File: src/rtl/shift_seq_ctrl.sv
// rtl/shift_seq_ctrl.sv - multi-cycle logical shift sequencer around a single-bit shifter
//
// shift_unit: combinational one-position logical shifter.
//   data_i  [N-1:0]  operand
//   shamt_i [1:0]    00 pass-through, 01 right by one, 10 left by one, 11 pass-through
//   data_o  [N-1:0]  shifted operand, vacated bit filled with 0
//
// shift_seq_ctrl: applies 0..2^AW-1 single-bit shifts, one per clock.
//   clk      in   system clock, rising edge
//   reset    in   synchronous active-high reset
//   start    in   request, sampled only while idle
//   dir      in   0 = logical right, 1 = logical left
//   amount   in   number of single-bit shifts
//   data_in  in   operand, latched with start
//   busy     out  high while shifting and during the done cycle
//   done     out  one-cycle pulse, result valid
//   result   out  shifted value, held until the next completion or reset

module shift_unit #(
    parameter int N = 8
) (
    input  logic [N-1:0] data_i,
    input  logic [1:0]   shamt_i,
    output logic [N-1:0] data_o
);
    always_comb begin
        data_o = data_i;
        case (shamt_i)
            2'b01:   data_o = {1'b0, data_i[N-1:1]};
            2'b10:   data_o = {data_i[N-2:0], 1'b0};
            default: data_o = data_i;
        endcase
    end
endmodule

module shift_seq_ctrl #(
    parameter int N  = 8,
    parameter int AW = 3
) (
    input  logic          clk,
    input  logic          reset,
    input  logic          start,
    input  logic          dir,
    input  logic [AW-1:0] amount,
    input  logic [N-1:0]  data_in,
    output logic          busy,
    output logic          done,
    output logic [N-1:0]  result
);
    typedef enum logic [1:0] {
        ST_IDLE  = 2'd0,
        ST_SHIFT = 2'd1,
        ST_DONE  = 2'd2
    } state_t;

    state_t        state_q;
    logic [N-1:0]  acc_q;
    logic [AW-1:0] cnt_q;
    logic          dir_q;
    logic          busy_q;
    logic          done_q;
    logic [N-1:0]  result_q;

    logic [1:0]    shamt_d;
    logic [N-1:0]  acc_d;

    // The shifter only moves data while in SHIFT; elsewhere it passes through.
    always_comb begin
        shamt_d = 2'b00;
        if (state_q == ST_SHIFT) begin
            shamt_d = dir_q ? 2'b10 : 2'b01;
        end
    end

    shift_unit #(.N(N)) u_shift (
        .data_i  (acc_q),
        .shamt_i (shamt_d),
        .data_o  (acc_d)
    );

    always_ff @(posedge clk) begin
        if (reset) begin
            state_q  <= ST_IDLE;
            acc_q    <= '0;
            cnt_q    <= '0;
            dir_q    <= 1'b0;
            busy_q   <= 1'b0;
            done_q   <= 1'b0;
            result_q <= '0;
        end else begin
            case (state_q)
                ST_IDLE: begin
                    if (start) begin
                        acc_q  <= data_in;
                        cnt_q  <= amount;
                        dir_q  <= dir;
                        busy_q <= 1'b1;
                        if (amount == '0) begin
                            // Zero-length shift skips straight to completion.
                            state_q  <= ST_DONE;
                            done_q   <= 1'b1;
                            result_q <= data_in;
                        end else begin
                            state_q <= ST_SHIFT;
                        end
                    end
                end
                ST_SHIFT: begin
                    acc_q <= acc_d;
                    cnt_q <= cnt_q - AW'(1);
                    // Exit on the last step so cnt never wraps; the final
                    // shifted value goes straight into result.
                    if (cnt_q == AW'(1)) begin
                        state_q  <= ST_DONE;
                        done_q   <= 1'b1;
                        result_q <= acc_d;
                    end
                end
                ST_DONE: begin
                    state_q <= ST_IDLE;
                    busy_q  <= 1'b0;
                    done_q  <= 1'b0;
                end
                default: begin
                    state_q <= ST_IDLE;
                    busy_q  <= 1'b0;
                    done_q  <= 1'b0;
                end
            endcase
        end
    end

    assign busy   = busy_q;
    assign done   = done_q;
    assign result = result_q;
endmodule

File: config.mk
export PLATFORM = sky130hd
export DESIGN_NAME = shift_seq_ctrl
export DESIGN_NICKNAME = d
export VERILOG_FILES = /design/src/rtl/shift_seq_ctrl.sv
export SDC_FILE = /design/constraint.sdc
export NUM_CORES = 1
export LEC_CHECK = 0
export CAP_MARGIN = 15
export CELL_PAD_IN_SITES_DETAIL_PLACEMENT = 0
export CELL_PAD_IN_SITES_GLOBAL_PLACEMENT = 1
export CORE_MARGIN = 2
export CORE_UTILIZATION = 39
export DETAILED_ROUTE_END_ITERATION = 8
export HOLD_SLACK_MARGIN = 0.08
export PLACE_DENSITY_LB_ADDON = 0.1
export SYNTH_ARGS = -nofsm -noshare
export SYNTH_HDL_FRONTEND = slang
export SYNTH_SLANG_ARGS = --single-unit
File: constraint.sdc
create_clock -name clk -period 3.4 [get_ports clk]
set_clock_uncertainty 0.05 [all_clocks]
set_input_delay 0.68 -clock clk [delete_from_list [all_inputs] [get_ports clk]]
set_output_delay 0.68 -clock clk [all_outputs]
set_load 0.005 [all_outputs]
==> impl_metrics.json, run 1 <==
{
  "synthArstFlopShare_pct": 0,
  "finalNetCount": 173,
  "grt_usage_pct": 16.8,
  "peakVddDrop_mv": 0.311,
  "fin_crit_sh_pct": 62.4,
  "worst-path-buf-inv": 1,
  "postLayoutCoreUtil_pct": 51.8,
  "tns_ns": 0,
  "worst_pin_slew_ns": 0.908,
  "cts_setup_buffers": 0,
  "die_w_um": 58.4,
  "wl_um": 2640,
  "postCtsHoldBufs": 0,
  "vias": 1031,
  "dr.pass1.iters": 6,
  "die_h_um": 58.4,
  "grt_pass1_wl_um": 4310,
  "hp-class": "reg2reg",
  "drc": 0,
  "rsz0062_at_grt": "false",
  "path_cells": "clkdlybuf4s50_1 > nand2b_1 > o31ai_4 > o211ai_1 > a21oi_1",
  "globalRoute.totalOverflow": 0,
  "p_switching_mw": 0.180,
  "ys_ff_latch": 24,
  "via_per_inst": 5.54,
  "final_cell_area_um2": 1440,
  "critical_path_required_ns": 3.61,
  "p_per_area_nw_per_um2": 466,
  "grt_max_degree": 25,
  "ant_nets": 0,
  "routedWlPerCell_um": 14.2,
  "cts_tree": "built",
  "max_freq_mhz": 471,
  "cp-start-kind": "primary input",
  "core_area_um2": 2780,
  "insertion_delay_ns": 0.33,
  "dpl-instance-area_um2": 1390,
  "cts-root-buf": "clkbuf_4",
  "drtIter0Drc": 35,
  "combinationalPowerShare_pct": 19.6,
  "clk_path_buf_depth": 2,
  "syn_avg_cell_area_um2": 8.42,
  "cp_top_family": "compound AO/OA/AOI/OAI gates",
  "diodes": 0,
  "syn_inst": 137,
  "grt_pass1_vias": 907,
  "switching_share_pct": 26.9,
  "p_seq_share_pct": 48.8,
  "end_kind": "flip-flop",
  "p_total_mw": 0.671,
  "crit_path_max_fanout": 10,
  "setup_violations": 0,
  "drv_slew": 0,
  "cts.clk_slew.worst_paths_ns": 0.14,
  "fillers": 287,
  "drv_cap": 0,
  "synth_edf_count": 0,
  "period_needed_ns": 2.12,
  "p_clk_share_pct": 31.6,
  "cts_inserted_buffers": 3,
  "intPower_mw": 0.491,
  "cpPeakStageDelay_ns": 0.56,
  "arrival_ns": 2.33,
  "htreeDepth": 1,
  "initial_core_util_pct": 41.5,
  "cts_resized": 0,
  "outcome": "completed",
  "place_congestion": 0.728,
  "port_buffers": 24,
  "dp_hpwl_um": 1810,
  "io_pins": 25,
  "slew_headroom_pct": 39.3,
  "syn_area_um2": 1150,
  "synth_nets": 154,
  "synthFlopType": "dfxtp_1",
  "grt_antenna_before_repair": 0,
  "p_leak_nw": 0.490,
  "crit_slowest_cell": "clkdlybuf4s50_1",
  "yosysUniqueCellTypes": 29,
  "finalHoldViolCount": 0,
  "synth_warnings": 0,
  "row_count": 19,
  "clkSinkCount": 24,
  "drive_gt1_share_pct": 5.81,
  "ys_seq_area_share_pct": 41.6,
  "crit_type": "in2reg",
  "dieArea_um2": 3410,
  "area_growth_pct": 24.8
}
[area by class of cell]
class | count | area (µm²) | share of cell area, %
Tap cell | 31 | 38.8 | 2.69
Sequential cell | 24 | 480 | 33.4
Clock inverter | 1 | 30.0 | 2.09
Multi-Input combinational cell | 99 | 613 | 42.6
Inverter | 4 | 15.0 | 1.04
Clock buffer | 3 | 22.5 | 1.56
Timing Repair Buffer | 24 | 240 | 16.7
[worst register-to-register path, delay by kind of cell, from the launching register on]
family / cells / cell delay (ns)
flops: 1 / 0.68
simple gates: 2 / 0.69
compound gates: 2 / 0.34
[cell usage after synthesis (all sizes together) (2+ instances only)]
library cell  count  share of area, %
clkbuf            6               2.0
buf               4               2.0
nand2b            3               1.6
ha                2               2.2
nor2             12               3.9
mux2i             7               6.1
inv               4               1.3
a22oi             2               1.3
a211oi            6               3.9
dfxtp            24                42
o211ai           12               7.8
a21oi            16               6.9
nand2            20               6.5
nor2b             3               1.6
nor3              3               1.3
[routing by layer]
metal	vias to the layer above	global-route usage (%)	part of all wire (%)
met5	-	0	0
met4	0	10.6	2.4
met3	5	3.08	4.7
met2	26	23.0	43
met1	478	24.1	50
li1	522	-	-
[power by group through the flow]
| stage | Sequential [mW] | Combinational [mW] | Clock (mW) |
|---|---|---|---|
| after floorplan | 0.323 | 0.0930 | 0 |
| after global routing | 0.331 | 0.148 | 0.224 |
| final | 0.327 | 0.131 | 0.212 |
| after CTS | 0.327 | 0.132 | 0.221 |
| after global placement | 0.333 | 0.130 | 0 |
| after detailed placement | 0.334 | 0.131 | 0 |
[cells by family after synthesis]
family	share of synthesized area, %
DFF	41.6
AOI/OAI and AO/OA	25.7
and+or+nand+nor	19.2
adders and majority gates	2.17
buffers and inverters	5.21
muxes	6.07
[metrics by stage]
step / setup WS [ns] / instances / hold slack (ns)
2_1_floorplan: 1.61 / 137 / 0.394
3_3_place_gp: 0.978 / 182 / 0.391
3_5_place_dp: 0.912 / 182 / 0.397
4_1_cts: 1.27 / 186 / 0.419
5_1_grt: 1.10 / 186 / 0.438
6_report: 1.28 / 186 / 0.415
[flip-flops by register name, indices dropped and copies added, names as in the netlist]
register,count
result,8
dir_q,1
busy,1
done,1
state_q,2
acc_q,8
cnt_q,3
[placed cells by master, fill, tap and decap left out, types with 2 or more instances in the layout]
cell             instances
inv_1                    4
nor2_1                  12
a22oi_1                  2
nor2b_1                  3
o211ai_1                12
mux2i_1                  7
clkdlybuf4s50_1         24
a211oi_1                 6
a21oi_1                 16
nand2_1                 20
clkbuf_4                 3
dfxtp_1                 24
nand2b_1                 3
ha_1                     2
nor3_1                   3
[worst paths after layout]
check / endpoint / start / cells after the start / slack, ns
max: result[4] / start / 5 / 1.28
min: done / done / 2 / 0.42
max reg2reg: result[7] / state_q[1] / 4 / 1.56
min reg2reg: done / done / 2 / 0.42
Power figures use the tool's default switching activity.
==> run 2: changes to the inputs <==
CORE_UTILIZATION = 33   (was 39)
clock period = 1.9 ns   (was 3.4 ns; I/O delays follow)
==> run 2 against run 1 <==
Effect of this change: combinational power grew 100%; utilization shrank 5.7 points; sequential share of layout area decreased by 2.1 points; clock power increased by 77%; routed wire length is 0.11% higher; final area rose by 6.9%; sequential power grew 77%; highest routed layer unchanged.
==> impl_metrics.json, run 2 (synthesis gave the netlist of run 1 again) <==
{
  "htreeDepth": 1,
  "cts-root-buf": "clkbuf_4",
  "cts_resized": 0,
  "dr.pass1.iters": 4,
  "grt_usage_pct": 14.5,
  "setup_ws_ns": 0.233,
  "routedWlPerCell_um": 12.6,
  "postCtsHoldBufs": 0,
  "wl_um": 2640,
  "drc": 0,
  "ant_nets": 0,
  "critical_path_required_ns": 2.12,
  "grt_max_degree": 25,
  "crit_type": "in2reg",
  "r2r-start": "state_q[1]",
  "p_per_area_nw_per_um2": 790,
  "p_total_mw": 1.22,
  "grt_antenna_before_repair": 0,
  "hp-class": "reg2reg",
  "period_needed_ns": 1.67,
  "setup_violations": 0,
  "place_congestion": 0.833,
  "crit_path_max_fanout": 10,
  "crit_start": "amount[0]",
  "io_pins": 25,
  "postLayoutCoreUtil_pct": 46.1,
  "outcome": "completed",
  "cp-start-kind": "primary input",
  "clkSinkCount": 24,
  "dp_hpwl_um": 1890,
  "worst_pin_slew_ns": 0.423,
  "drtIter0Drc": 33,
  "path_cells": "clkdlybuf4s50_1 > or3_4 > o31ai_4 > buf_12 > o211ai_1 > a21oi_1",
  "rsz0062_at_grt": "false",
  "dieArea_um2": 3980,
  "grt_pass1_wl_um": 4630,
  "final_cell_mix": "24 x dfxtp_1, 24 x clkdlybuf4s50_1, 20 x nand2_1",
  "cp_top_family": "buffers and inverters",
  "vias": 1029,
  "core_area_um2": 3340,
  "max_freq_mhz": 600,
  "cts.clk_slew.worst_paths_ns": 0.14,
  "cts_tree": "built",
  "crit_slowest_cell": "clkdlybuf4s50_1",
  "finalNetCount": 182,
  "grt_pass1_vias": 996,
  "finalHoldViolCount": 0,
  "drv_cap": 0,
  "end_kind": "flip-flop",
  "die_h_um": 63.1,
  "drive_gt1_share_pct": 11.0,
  "insertion_delay_ns": 0.32,
  "port_buffers": 24,
  "die_w_um": 63.1,
  "cts_inserted_buffers": 3,
  "worst-path-buf-inv": 2,
  "dp_slack_ns": -0.118,
  "fin_crit_sh_pct": 87.8,
  "globalRoute.totalOverflow": 0,
  "arrival_ns": 1.89,
  "via_per_inst": 4.90,
  "peakVddDrop_mv": 0.265,
  "hold_start": "result[2]",
  "cts_setup_buffers": 0,
  "drv_slew": 0,
  "slew_headroom_pct": 71.8,
  "clk_path_buf_depth": 2,
  "row_count": 21,
  "cpPeakStageDelay_ns": 0.42,
  "diodes": 0,
  "p_leak_nw": 0.538,
  "initial_core_util_pct": 34.6,
  "area_growth_pct": 33.4
}
-- run 2: changes by cell type in the layout (fill, tap and decap cells not counted), sizes merged --
cell  change
buf       +9
-- run 2: area by class of cell --
cell class	count	area (µm²)
repair buffers	33	320
clock inverters	1	30.0
fillers	337	1800
clock buffers	3	22.5
flip-flops and latches	24	480
multi-input cells	99	613
inverters	4	15.0
well taps	46	57.6
-- run 2: report_power, final --
part	internal, mW	switching (mW)
clock	0.213	0.162
sequential	0.546	0.0334
combinational	0.137	0.125
total	0.896	0.320
-- run 2: worst paths after layout --
kind | to | slack [ns] | depth (start not counted)
worst min-delay path | result[2] | 0.41 | 2
worst max-delay path | result[6] | 0.23 | 6
worst max register to register | result[6] | 0.39 | 6
worst min register to register | result[2] | 0.41 | 2
-- run 2: through the flow --
step	TNS [ns]	hold WS, ns	instances	area, µm²
floorplan	0	0.394	137	1150
global placement	-0.398	0.392	206	1490
detailed placement	-0.677	0.397	206	1490
CTS	0	0.418	210	1540
global route	0	0.440	210	1540
finish	0	0.414	210	1540
-- run 2: worst reg2reg max path: stages (launching register included) --
cell and delay [ns]:
dfxtp_1 0.46, buf_4 0.22, nand4bb_1 0.21, o31ai_4 0.11, buf_12 0.15, o211ai_1 0.13
a21oi_1 0.10
-- run 2: routing by layer --
metal / wire length (µm) / up-vias / track usage [%] / share of wire [%]
met5: 0 / - / 0 / 0
met4: 34 / 0 / 5.00 / 1.3
met3: 149 / 4 / 3.39 / 5.6
met2: 1090 / 24 / 20.6 / 41
met1: 1370 / 460 / 21.1 / 52
li1: - / 541 / - / -
